## src/rtl/lamp_cond_pkg.sv

```systemverilog
// Shared types for the lamp input conditioner: debounce state encoding and default filter depth.
// Optional LAMP_INPUT_SYNC_EN adds a 2-flop synchroniser per channel (see lamp_debounce).
package lamp_cond_pkg;

    localparam int DEBOUNCE_CYCLES_DEF = 4;

    typedef enum logic [1:0] {
        ST_LOW      = 2'd0,
        ST_LOW_CHK  = 2'd1,
        ST_HIGH     = 2'd2,
        ST_HIGH_CHK = 2'd3
    } deb_state_e;

endpackage

```

## src/rtl/lamp_input_conditioner_if.sv

```systemverilog
// Lamp channel bundle: raw level in, debounced level and pre-edge rise flag out.
// W=1 per debounce channel; wider instances carry the whole lamp bus.
interface lamp_input_conditioner_if #(
    parameter int W = 1
);
    logic [W-1:0] raw;
    logic [W-1:0] level;
    logic [W-1:0] rise;

    // master: the debouncer producing level/rise; slave: the consumer feeding raw
    modport master (input raw, output level, output rise);
    modport slave  (output raw, input level, input rise);
endinterface

```

## src/rtl/lamp_debounce.sv

```systemverilog
// One lamp channel: optional sync (LAMP_INPUT_SYNC_EN), 4-state debounce FSM, registered level.
// Level changes DEBOUNCE_CYCLES edges after a held change (+2 with sync); no backpressure.
module lamp_debounce
    import lamp_cond_pkg::*;
#(
    parameter int DEBOUNCE_CYCLES = DEBOUNCE_CYCLES_DEF
) (
    input  logic                     clk,
    input  logic                     reset,
    lamp_input_conditioner_if.master ch
);

    localparam int            CW       = $clog2(DEBOUNCE_CYCLES + 1);
    localparam logic [CW-1:0] CNT_ONE  = CW'(1);
    localparam logic [CW-1:0] CNT_LAST = CW'(DEBOUNCE_CYCLES - 1);

    logic sample;

`ifdef LAMP_INPUT_SYNC_EN
    logic [1:0] sync_q, sync_d;

    always_comb sync_d = {sync_q[0], ch.raw[0]};

    always_ff @(posedge clk) begin
        if (reset) sync_q <= '0;
        else       sync_q <= sync_d;
    end

    assign sample = sync_q[1];
`else
    assign sample = ch.raw[0];
`endif

    deb_state_e    state_q, state_d;
    logic [CW-1:0] cnt_q, cnt_d;
    logic          level_q, level_d;
    logic          rise;

    // cnt_q holds samples already accepted; the final matching sample switches state
    always_comb begin
        state_d = state_q;
        cnt_d   = cnt_q;
        rise    = 1'b0;
        case (state_q)
            ST_LOW: begin
                if (sample) begin
                    if (DEBOUNCE_CYCLES == 1) begin
                        state_d = ST_HIGH;
                        rise    = 1'b1;
                    end else begin
                        state_d = ST_LOW_CHK;
                        cnt_d   = CNT_ONE;
                    end
                end
            end
            ST_LOW_CHK: begin
                if (!sample) begin
                    state_d = ST_LOW;
                    cnt_d   = '0;
                end else if (cnt_q == CNT_LAST) begin
                    state_d = ST_HIGH;
                    cnt_d   = '0;
                    rise    = 1'b1;
                end else begin
                    cnt_d = cnt_q + CNT_ONE;
                end
            end
            ST_HIGH: begin
                if (!sample) begin
                    if (DEBOUNCE_CYCLES == 1) begin
                        state_d = ST_LOW;
                    end else begin
                        state_d = ST_HIGH_CHK;
                        cnt_d   = CNT_ONE;
                    end
                end
            end
            ST_HIGH_CHK: begin
                if (sample) begin
                    state_d = ST_HIGH;
                    cnt_d   = '0;
                end else if (cnt_q == CNT_LAST) begin
                    state_d = ST_LOW;
                    cnt_d   = '0;
                end else begin
                    cnt_d = cnt_q + CNT_ONE;
                end
            end
            default: begin
                state_d = ST_LOW;
                cnt_d   = '0;
            end
        endcase
        level_d = (state_d == ST_HIGH) || (state_d == ST_HIGH_CHK);
    end

    always_ff @(posedge clk) begin
        if (reset) begin
            state_q <= ST_LOW;
            cnt_q   <= '0;
            level_q <= 1'b0;
        end else begin
            state_q <= state_d;
            cnt_q   <= cnt_d;
            level_q <= level_d;
        end
    end

    assign ch.level = level_q;
    // rise marks the coming edge on which HIGH is entered; the top registers it
    assign ch.rise  = rise;

endmodule

```

## src/rtl/lamp_input_conditioner.sv

```systemverilog
// Three debounced lamp inputs with registered one-hot press pulses and a conflict pulse.
// Pulses land on the same edge the level goes high; no backpressure.
module lamp_input_conditioner
    import lamp_cond_pkg::*;
#(
    parameter int DEBOUNCE_CYCLES = DEBOUNCE_CYCLES_DEF
) (
    input  logic       clk,
    input  logic       reset,
    input  logic [2:0] raw_lamp,
    output logic       lamp1,
    output logic       lamp2,
    output logic       lamp3,
    output logic [2:0] lamp_level,
    output logic       conflict
);

    logic [2:0] rise;

    for (genvar gi = 0; gi < 3; gi++) begin : g_ch
        lamp_input_conditioner_if #(.W(1)) ch_if ();

        assign ch_if.raw      = raw_lamp[gi];
        assign rise[gi]       = ch_if.rise[0];
        assign lamp_level[gi] = ch_if.level[0];

        lamp_debounce #(
            .DEBOUNCE_CYCLES (DEBOUNCE_CYCLES)
        ) u_deb (
            .clk   (clk),
            .reset (reset),
            .ch    (ch_if)
        );
    end

    logic [2:0] lamp_q, lamp_d;
    logic       conflict_q, conflict_d;

    // Simultaneous accepts are ambiguous to the sequence detector, so none is forwarded
    always_comb begin
        lamp_d     = '0;
        conflict_d = 1'b0;
        if (rise != 3'd0) begin
            if ((rise & (rise - 3'd1)) == 3'd0) lamp_d     = rise;
            else                                 conflict_d = 1'b1;
        end
    end

    always_ff @(posedge clk) begin
        if (reset) begin
            lamp_q     <= '0;
            conflict_q <= 1'b0;
        end else begin
            lamp_q     <= lamp_d;
            conflict_q <= conflict_d;
        end
    end

    assign lamp1    = lamp_q[0];
    assign lamp2    = lamp_q[1];
    assign lamp3    = lamp_q[2];
    assign conflict = conflict_q;

endmodule

```

## config.mk

```make
export PLATFORM = sky130hd
export DESIGN_NAME = lamp_input_conditioner
export DESIGN_NICKNAME = d
export VERILOG_FILES = /design/src/rtl/lamp_cond_pkg.sv /design/src/rtl/lamp_input_conditioner_if.sv /design/src/rtl/lamp_debounce.sv /design/src/rtl/lamp_input_conditioner.sv
export SDC_FILE = /design/constraint.sdc
export NUM_CORES = 1
export LEC_CHECK = 0
export ABC_AREA = 1
export ABC_CLOCK_PERIOD_IN_PS = 2900
export BUFFER_PORTS_ARGS = -buffer_cell sky130_fd_sc_hd__buf_2
export CORE_UTILIZATION = 55
export CTS_CLUSTER_DIAMETER = 200
export DETAILED_ROUTE_END_ITERATION = 6
export PLACE_DENSITY_LB_ADDON = 0.25
export REMOVE_ABC_BUFFERS = 1
export SLEW_MARGIN = 5
export SYNTH_ARGS = -nofsm -noshare
export SYNTH_HDL_FRONTEND = slang
export SYNTH_HIERARCHICAL = 1
export SYNTH_SLANG_ARGS = --single-unit
```

## constraint.sdc

```tcl
create_clock -name clk -period 2.9 [get_ports clk]
set_input_delay 0.87 -clock clk [delete_from_list [all_inputs] [get_ports clk]]
set_output_delay 0.87 -clock clk [all_outputs]
set_load 0.005 [all_outputs]
```

==> run summary <==
placed cell count: 148
Distinct cells, synth: 14
Hold-fix buffers, CTS: 0
WS Path Type: flop to primary output
port buffer count: 11
drt first pass iters: 4
Buf/Inv on CP: 1
clock slew at reported path FFs: 110 ps
synthesized area per cell: 7.295 µm²
die area: 0.001811 mm²
clock insertion delay at the later pin of the skew report: 310 ps
Post-synth ARST share: 0
average vias per placed instance: 4.914
core area: 0.001524 mm²
initial antenna violation count: 0
GR Overflow Total: 0
Cells after Synth: 124
fin crit share: 0.5755
Yosys top cell area share: 0.4205
max_slew headroom: 0.8442
VDD IR-drop max: 284.4 µV
antenna viol nets, final: 0
Top FF cell, synth: dfxtp_1
Hold Worst Slack: 472.2 ps
routed wire length: 1451 µm
Hold Vio Cnt, Final: 0
Post-Syn Area: 904.6 µm²
routability cong.: 0.8660
Slew @ Worst Pin: 232.9 ps
DRC errors left: 0
R2R setup slack: 1720 ps
first-pass GRT wire length: 2559 µm
Nets: 145
Max Clk Rate: 599.2 MHz
RSZ-0062 raised after global routing: no
pre-CTS setup slack: 1328 ps
Worst Path Required: 2030 ps
top cells by count, synth: 22 x nand2_1, 19 x dfxtp_1, 15 x nor2_1, 13 x inv_1, 12 x nand2_2
Clock Root Buffer: clkbuf_4
count leader, synth: nand2_1
Setup Fix Bufs, Post-CTS: 0
CTS sink cnt: 19
ranking of synthesized cells by area: dfxtp_1 42%, nand2_1 9.1%, nand2_2 8.3%, nand4_1 6.2%, nor2_1 6.2%
Post-synth EDFFs: 0
vias: 747
Max stage delay on crit path: 370 ps
Top delay family on crit path: flip-flops
crit-path cells: buf_2
final setup fails: 0
Static Leak: 0.5051 nW
fillcell total: 126
Hold Crit Class: flop to flop
Final TNS setup: 0 ps
Yosys reg bits: 19
crit-path max FO: 3
H-tree depth: 1
CTS Buffer Depth: 2
Startpoint Class: flop
CTS tree: built
Yosys warning total: 6
Crit-path slowest cell: dfxtp_1
layout cell share with drive strength beyond 1: 0.3162
DRT iter0 DRCs: 14
DPL Wire Length: 1117 µm
Critical Path AT: 800 ps
Max-cap violations: 0
Antenna Cells: 0
PD cells: 453.8 mW/mm²
final setup margin: 1231 ps
drt wl/cell: 9.546 µm
Slew Limit Fails: 0
fin crit period: 1669 ps
Std-Cell Rows: 14
Die H: 42.56 µm
Post-CTS Resized: 0
die width: 42.56 µm
Worst Skew: 9.427 ps
crit path capture type: primary output
gr usage total: 0.1952
P&R area growth vs syn: 8.852%
CTS buffer count: 3
status: completed
Initial Util: 0.5936
largest net degree at the start of global routing: 12
non-filler cells, final: 152
cell taking the most area after synthesis: dfxtp_1
post-synthesis sequential area ratio: 0.4205
vias in the first global route: 654
I/O pin total: 12
## final timing paths
kind                          startpoint                endpoint  cells after the start
setup / recovery  g_ch[0].u_deb/ch.level           lamp_level[0]                      1
hold / removal    g_ch[1].u_deb/cnt_q[2]  g_ch[1].u_deb/cnt_q[2]                      2
setup reg to reg  g_ch[0].u_deb/cnt_q[0]                conflict                      7
hold reg to reg   g_ch[1].u_deb/cnt_q[2]  g_ch[1].u_deb/cnt_q[2]                      2
## cell families after synthesis
group / count (synthesis) / share of synthesized area
AOI/OAI and AO/OA: 9 / 0.06224
adders and majority gates: 3 / 0.04150
buffers and inverters: 25 / 0.1162
DFF: 19 / 0.4205
and+or+nand+nor: 68 / 0.3596
## metrics by stage
| stage | cell area, µm² | power [W] | util |
|---|---|---|---|
| floorplan | 882.1 | 0.0003064 | - |
| global placement | 957.2 | 0.0003168 | 0.6281 |
| detailed placement | 957.2 | 0.0003179 | 0.6281 |
| CTS | 984.7 | 0.0004543 | 0.6461 |
| global route | 984.7 | 0.0004702 | 0.6461 |
| finish | 984.7 | 0.0004468 | 0.6461 |
## state kept, by name, summed over array words and instances, names as in the netlist
name,cells
conflict,1
g_ch.u_deb/ch.level,3
g_ch.u_deb/cnt_q,9
g_ch.u_deb/state_q,3
lamp_q,3
## placed cells by master (no fill, tap or decap), drive strengths merged
cell type	count
o21ai	3
clkinv	1
a21oi	6
nand2	34
nor2	19
inv	22
nand3	6
nand4	9
clkbuf	3
buf	11
dfxtp	19
ha	3
## power breakdown
part           internal [W]  switching (W)
combinational     0.0000136      0.0000262
clock             0.0000516      0.0000829
sequential         0.000267     0.00000522
total              0.000333       0.000114
## layer usage
layer  share of wire  GRT usage  vias to the layer above
met4           0.026     0.1125                        0
met1            0.50     0.2351                      315
met5               0          0                        -
met3           0.048    0.07759                        4
met2            0.43     0.2923                       16
li1                -          -                      412
## cell type report
| cell class | count | area, µm² | area share |
|---|---|---|---|
| Multi-Input combinational cell | 80 | 419.2 | 0.4257 |
| Inverter | 22 | 82.58 | 0.08386 |
| Clock buffer | 3 | 22.52 | 0.02287 |
| Tap cell | 16 | 20.02 | 0.02033 |
| Clock inverter | 1 | 5.005 | 0.005083 |
| Sequential cell | 19 | 380.4 | 0.3863 |
| Timing Repair Buffer | 11 | 55.05 | 0.05591 |
No activity file was read; power rests on OpenSTA's default activity.
